[src/rtl/instr_mem_pkg.sv]
// Shared constants and FSM state encoding for the instruction memory loader.
package instr_mem_pkg;

  localparam int unsigned InstrWidth     = 16;
  localparam int unsigned ByteWidth      = 8;
  localparam int unsigned DefaultMemSize = 16;

  typedef logic [2:0] state_t;

  localparam state_t StIdle  = 3'd0;
  localparam state_t StLenHi = 3'd1;
  localparam state_t StLenLo = 3'd2;
  localparam state_t StData  = 3'd3;
  localparam state_t StCsum  = 3'd4;
  localparam state_t StDone  = 3'd5;
  localparam state_t StErr   = 3'd6;

endpackage

[src/rtl/instr_mem_loader.sv]
// Loads a length-prefixed, XOR-checksummed byte stream into instruction memory and
// holds the core until a good image is present.
module instr_mem_loader
  import instr_mem_pkg::*;
#(
  parameter int unsigned N  = DefaultMemSize,
  parameter int unsigned AW = 16
) (
  input  logic                 clk,
  input  logic                 rst,
  input  logic                 start,
  input  logic                 in_valid,
  input  logic [ByteWidth-1:0] in_data,
  output logic                 in_ready,
  output logic                 wr_en,
  output logic [AW-1:0]        wr_addr,
  output logic [ByteWidth-1:0] wr_data,
  output logic                 core_hold,
  output logic                 done,
  output logic                 error
);

  localparam logic [15:0] MaxLen = 16'(N);

  state_t               state_q, state_d;
  logic [ByteWidth-1:0] len_hi_q, len_hi_d;
  logic [15:0]          rem_q, rem_d;
  logic [AW-1:0]        addr_q, addr_d;
  logic [ByteWidth-1:0] acc_q, acc_d;
  logic                 wr_en_q, wr_en_d;
  logic [AW-1:0]        wr_addr_q, wr_addr_d;
  logic [ByteWidth-1:0] wr_data_q, wr_data_d;

  logic        xfer;
  logic [15:0] len;

  assign in_ready  = (state_q == StLenHi) || (state_q == StLenLo) ||
                     (state_q == StData)  || (state_q == StCsum);
  assign core_hold = (state_q != StDone);
  assign done      = (state_q == StDone);
  assign error     = (state_q == StErr);

  assign wr_en   = wr_en_q;
  assign wr_addr = wr_addr_q;
  assign wr_data = wr_data_q;

  assign xfer = in_valid && in_ready;
  assign len  = {len_hi_q, in_data};

  always_comb begin
    state_d   = state_q;
    len_hi_d  = len_hi_q;
    rem_d     = rem_q;
    addr_d    = addr_q;
    acc_d     = acc_q;
    wr_en_d   = 1'b0;
    wr_addr_d = wr_addr_q;
    wr_data_d = wr_data_q;

    case (state_q)
      StIdle, StDone, StErr: begin
        if (start) begin
          state_d = StLenHi;
          acc_d   = '0;
        end
      end
      StLenHi: begin
        if (xfer) begin
          len_hi_d = in_data;
          state_d  = StLenLo;
        end
      end
      StLenLo: begin
        if (xfer) begin
          if (len[0] || (len > MaxLen)) begin
            state_d = StErr;
          end else if (len == 16'd0) begin
            state_d = StCsum;
          end else begin
            state_d = StData;
            rem_d   = len;
            addr_d  = '0;
            acc_d   = '0;
          end
        end
      end
      StData: begin
        if (xfer) begin
          wr_en_d   = 1'b1;
          wr_addr_d = addr_q;
          wr_data_d = in_data;
          acc_d     = acc_q ^ in_data;
          rem_d     = rem_q - 16'd1;
          // Hold the address on the final byte so it never reaches N.
          if (rem_q == 16'd1) begin
            state_d = StCsum;
          end else begin
            addr_d = addr_q + AW'(1);
          end
        end
      end
      StCsum: begin
        if (xfer) begin
          state_d = (in_data == acc_q) ? StDone : StErr;
        end
      end
      default: state_d = StIdle;
    endcase
  end

  always_ff @(posedge clk or posedge rst) begin
    if (rst) begin
      state_q   <= StIdle;
      len_hi_q  <= '0;
      rem_q     <= '0;
      addr_q    <= '0;
      acc_q     <= '0;
      wr_en_q   <= 1'b0;
      wr_addr_q <= '0;
      wr_data_q <= '0;
    end else begin
      state_q   <= state_d;
      len_hi_q  <= len_hi_d;
      rem_q     <= rem_d;
      addr_q    <= addr_d;
      acc_q     <= acc_d;
      wr_en_q   <= wr_en_d;
      wr_addr_q <= wr_addr_d;
      wr_data_q <= wr_data_d;
    end
  end

endmodule

[config.mk]
export PLATFORM = sky130hd
export DESIGN_NAME = instr_mem_loader
export DESIGN_NICKNAME = d
export VERILOG_FILES = /design/src/rtl/instr_mem_pkg.sv /design/src/rtl/instr_mem_loader.sv
export SDC_FILE = /design/constraint.sdc
export NUM_CORES = 1
export LEC_CHECK = 0
export BUFFER_PORTS_ARGS = -buffer_cell sky130_fd_sc_hd__buf_2
export CAP_MARGIN = 20
export CORE_MARGIN = 2
export CORE_UTILIZATION = 33
export DETAILED_ROUTE_END_ITERATION = 10
export PLACE_DENSITY = 0.59
export SYNTH_ARGS = -nofsm -noshare
export SYNTH_HDL_FRONTEND = slang
export SYNTH_SLANG_ARGS = --single-unit
[constraint.sdc]
create_clock -name clk -period 2.4 [get_ports clk]
set_clock_uncertainty 0.1 [all_clocks]
set_input_delay 0.12 -clock clk [delete_from_list [all_inputs] [get_ports clk]]
set_output_delay 0.12 -clock clk [all_outputs]
set_load 0.02 [all_outputs]
Word level (Yosys, flattened, before mapping)
Index checks and enable logic that the tools add are counted.
{"block": "totals", "register_bits": 76, "in_bits": 12, "elab_cells": 75, "latch_bits": 0, "mem_bits_rw": 0, "memories": 0, "rom_bits": 0, "out_inout_bits": 29}
{"block": "op_classes", "n_eq_ne": 18, "n_lt_le_gt_ge": 1, "reduce_logical": 16, "div": 0, "bitwise": 1, "n_addsub": 2, "mux": 29, "mul": 0, "shifts": 0}
{"cell": "16-bit two-way mux", "n": 9}
{"cell": "16-bit case mux with 2 select lines", "n": 2}
{"cell": "8-bit two-way mux", "n": 5}
{"cell": "3-bit two-way mux", "n": 8}
{"cell": "8-bit case mux with 3 select lines", "n": 1}
{"cell": "6-bit AND reduction", "n": 3}
{"cell": "16-bit by 1-bit adder with 16-bit output (second input constant)", "n": 1}
{"cell": "16-bit by 1-bit == test with 1-bit output (second input constant)", "n": 1}
{"cell": "16-bit by 5-bit > comparator with 1-bit output (second input constant)", "n": 1}
{"cell": "16-bit zero test", "n": 1}
{"cell": "2-bit inequality test (second input constant)", "n": 8}
{"cell": "16-bit by 1-bit subtractor with 16-bit output (second input constant)", "n": 1}
{"cell": "3-bit case mux with 5 select lines", "n": 1}
{"cell": "3-bit == test (second input constant)", "n": 3}
{"cell": "8-bit == test", "n": 1}
{"cell": "8-bit bitwise XOR", "n": 1}
{"cell": "3-bit by 2-bit == test with 1-bit output (second input constant)", "n": 2}
{"cell": "5-bit AND reduction", "n": 1}
{"cell": "1-bit logical OR", "n": 4}
{"cell": "2-bit AND reduction", "n": 2}
{"cell": "3-bit by 1-bit == test with 1-bit output (second input constant)", "n": 1}
{"cell": "3-bit zero test", "n": 1}
{"cell": "3-bit inequality test (second input constant)", "n": 1}
{"cell": "3-bit nonzero test", "n": 1}
{"cell": "other kinds (6)", "n": 7}

Longest topological paths before layout
{"block": "depth", "ltp_word": 7, "depth_mapped": 8, "mapped_depth_nobuf": 6}

Worst setup path after synthesis
No wires, ideal clock.
{"block": "synth_timing", "path_type": "register -> register", "start": "register rem_q[1]", "end": "register addr_q[4]", "slack_ps": 521, "period_less_slack_ps": 1879, "path_buffers": 2, "t_arrival_ps": 1698, "required_time_ps": 2219, "path_stages_with_launch": 9, "setup_ps": 81, "cell_sequence": "dfrtp_1 -> inv_1 -> ha_1 -> nor4b_2 -> a41oi_4 -> a31o_1 -> buf_6 -> buf_12 -> a31oi_4"}
{"block": "synth_between", "elab_chain_cells": 3}
{"item": "from (decl)", "line": "instr_mem_loader.sv:27", "text": "logic [15:0] rem_q, rem_d;"}
{"item": "from (signal assigned)", "line": "instr_mem_loader.sv:124", "text": "rem_q <= rem_d;"}
{"item": "16-bit by 1-bit == test with 1-bit output", "line": "instr_mem_loader.sv:95", "text": "if (rem_q == 16'd1) begin"}
{"item": "2-bit inequality test (no source line)"}
{"item": "6-bit AND reduction (no source line)"}
{"item": "to (signal assigned)", "line": "instr_mem_loader.sv:125", "text": "addr_q <= addr_d;"}
{"item": "to (decl)", "line": "instr_mem_loader.sv:28", "text": "logic [AW-1:0] addr_q, addr_d;"}
No other way between the ends.
A chain may end at the register's enable or synchronous reset.

Final worst setup path
{"block": "layout_timing", "start": "input port in_data[7]", "end": "register addr_q[1]"}
{"block": "layout_between", "elab_chain_cells": 4, "word_cells_on_any_way": 6, "cone_classes": "order compare: 1; eq/ne: 2; reduce/logical: 3"}
{"item": "from (decl)", "line": "instr_mem_loader.sv:13", "text": "input logic [ByteWidth-1:0] in_data,"}
{"item": "16-bit by 5-bit > comparator with 1-bit output", "line": "instr_mem_loader.sv:75", "text": "if (len[0] || (len > MaxLen)) begin"}
{"item": "1-bit logical OR", "line": "instr_mem_loader.sv:75"}
{"item": "2-bit inequality test (no source line)"}
{"item": "6-bit AND reduction (no source line) (*)"}
Mark *: on every way between the ends. The rest lies on a longest branch, timed or not.

==> results.yml <==
power_and_ir_drop:
  power.density_nw_per_um2: 1140
  sw_frac_of_total_pct: 40.0
  ir_drop_mv: 0.818
  p_seq_share_pct: 37.5
  power.leakage_nw: 2.20
  p_switching_mw: 2.31
  power_frac_clock_pct: 26.4
  p_int_mw: 3.45
  p_comb_share_pct: 36.1
drt:
  first_pass_iters: 4
  postRouteAntennaNets: 0
  wl_um: 10800
  dr.first_iter.drc_count: 224
  vias: 3655
  vias_per_cell: 5.41
  drc: 0
  routedWlPerCell_um: 15.9
global_route:
  antenna_found_initial: 0
  grt_overflow: 0
  grt_pass1_wl_um: 18100
  grt.total_usage_pct: 16.1
  grt_start_max_net_pins: 42
  grt_pass1_vias: 3526
synthesis:
  synth_edf_count: 0
  synth_flop_cell: "dfrtp_1"
  synth.net_count: 471
  ys_types: 61
  syn_avg_cell_area_um2: 9.32
  syn_inst: 456
  ys_seq_elements: 76
  ys.warnings.count: 0
  syn_area_um2: 4250
  synth_top_area_share_pct: 44.8
  synthTopCellsByArea: "dfrtp_1 45%, nand2_1 6.5%, o21ai_0 4.4%, a211oi_1 2.8%, a31oi_1 2.7%"
  synth_top_area_cell: "dfrtp_1"
  synth_seq_area_share_pct: 44.8
  async_reset_ff_share_pct: 100
critical_path:
  reg2reg_from: "len_hi_q[7]"
  worst-setup-path-type: "input pin to register"
  arrival_ns: 2.38
  r2r.worst_path.cells: 5
  crit_path_end: "addr_q[1]"
  required_ns: 2.56
  regToRegEndpoint: "addr_q[1]"
  worstSetupStartpoint: "in_data[7]"
  crit_path_end_kind: "register"
  cp-start-kind: "input pin"
  r2r_slack_ns: 0.27
  critPathMaxFanout: 16
sta:
  finalMaxSlewViolations: 0
  tightest_slew_ns: 0.632
  finalHoldViolCount: 0
  post-route-min-period_ns: 2.22
  report.final.setup_viol: 0
  tns_ns: 0
  final.period_utilization_pct: 92.5
  rsz0062_at_grt: "false"
  fmax_ghz: 0.451
  slew_headroom_pct: 57.9
placement:
  hpwl_um: 7510
  postPlaceCellArea_um2: 4680
  gp_congestion: 0.833
  dp_cells: 657
  io_buffers: 40
clocking:
  h-tree-depth: 3
  postCtsSetupBuffers: 0
  cts_max_path_buffers: 2
  clk_pin_slew_ns: 0.06
  cts_tree: "yes"
  clk_latency_ns: 0.34
  cts-root-buf: "clkbuf_16"
  cts.sinks: 76
  cts_buffers: 9
finish:
  area_growth_pct: 18.7
  final_core_util_pct: 40.1
  layout_commonest_cell: "dfrtp_1"
  final_area_um2: 5040
  mostFrequentLayoutCells: "76 x dfrtp_1, 74 x nand2_1, 40 x buf_2, 37 x o21ai_0, 22 x nor2_1"
  fin_cells: 676
  n_fill_cell: 1249
  fin_nets: 514
  antenna_cells: 0
  drive_gt1_share_pct: 21.6
die:
  die_h_um: 117
  dieArea_um2: 13800
  fp-row-count: 41
  core-area_um2: 12600
  die_x_um: 117
  initial_core_util_pct: 33.8
  num_io_pins: 41
job:
  max-cap-violations: 0
status:
  outcome: "complete, no violations"
min_path:
  hp-class: "input pin to register"
==> area by class of cell <==
type	count	area, um2	share of cell area (%)
Clock buffer	9	225	4.47
Clock inverter	7	106	2.11
Sequential cell	76	1900	37.7
Multi-Input combinational cell	330	2120	42.1
Inverter	21	78.8	1.56
Tap cell	172	215	4.27
Timing Repair Buffer	61	390	7.74
==> routing by layer <==
metal	track usage, %	vias to the layer above	wire length (um)
li1	-	1771	-
met1	22.4	1801	5170
met2	25.4	71	5050
met3	3.15	12	416
met4	4.82	0	123
met5	0	-	0
==> how the worst min path moves through the flow <==
stage / startpoint / to / slack [ns] / cells past startpoint
after floorplan: in_data[0] / len_hi_q[0] / 0.17 / 1
after global placement: rst / wr_data[5] / 0.13 / 2
after detailed placement: rst / wr_data[5] / 0.12 / 2
after CTS: in_data[5] / len_hi_q[5] / 0.0002 / 2
after global routing: in_data[5] / len_hi_q[5] / 0.02 / 2
final: in_data[5] / len_hi_q[5] / 0.006 / 2
==> synth_stat cells (5+ instances only) <==
library cell and instances:
o22ai_1 5, nand2_1 74, nor3_1 20, nor2_1 22
a41oi_1 6, o221ai_1 5, nand3_1 7, buf_2 8
a211oi_1 16, nand4_1 9, dfrtp_1 76, o21ai_0 37
a21oi_1 9, nor4_1 5, clkbuf_1 16, mux2_2 9
inv_1 19, o211ai_1 5, a31oi_4 5, xor2_1 9
a31oi_1 18
==> metrics by stage <==
step	hold slack, ns	power [mW]	setup slack, ns
2_1_floorplan	0.172	3.61	0.242
3_3_place_gp	0.129	4.19	0.326
3_5_place_dp	0.123	4.25	0.314
4_1_cts	0.000174	5.79	0.212
5_1_grt	0.0245	6.14	0.0463
6_report	0.00597	5.76	0.181
==> what timing repair did <==
item / 4_1_cts / 5_1_grt
gates resized for setup: 0 / 0
setup endpoints to repair: 0 / 0
hold buffers: 3 / 0
hold endpoints to repair: 27 / 0
==> logic make-up (layout without fill, tap and decap cells) <==
kind of cell	after synthesis	after routing	share of synthesized area (%)
mux	11	11	2.86
flops	76	76	44.8
simple gates	173	173	21.1
buf+inv	50	98	5.24
xor+xnor	9	9	1.86
fa+ha+maj	4	4	1.12
compound gates	133	133	23.1
==> flip-flops by register name, indices dropped and copies added (netlist names) <==
register,count
acc_q,8
addr_q,16
len_hi_q,8
rem_q,16
state_q,3
wr_addr,16
wr_data,8
wr_en,1
==> worst max-delay path, cell delays in order <==
cell and delay (ns):
dlygate4sd3_1 0.53, buf_2 0.16, nor4_1 0.50, and3_1 0.41
a31o_1 0.26, buf_12 0.20, mux2i_1 0.20
==> power by group through the flow <==
| stage | Sequential, mW | Combinational [mW] | Clock [mW] |
|---|---|---|---|
| 6_report | 2.16 | 2.08 | 1.52 |
| 2_1_floorplan | 2.14 | 1.47 | 0 |
| 3_5_place_dp | 2.18 | 2.08 | 0 |
| 4_1_cts | 2.16 | 2.09 | 1.54 |
| 5_1_grt | 2.24 | 2.31 | 1.59 |
| 3_3_place_gp | 2.16 | 2.03 | 0 |
Note: power is estimated with default switching activity, not from simulation.
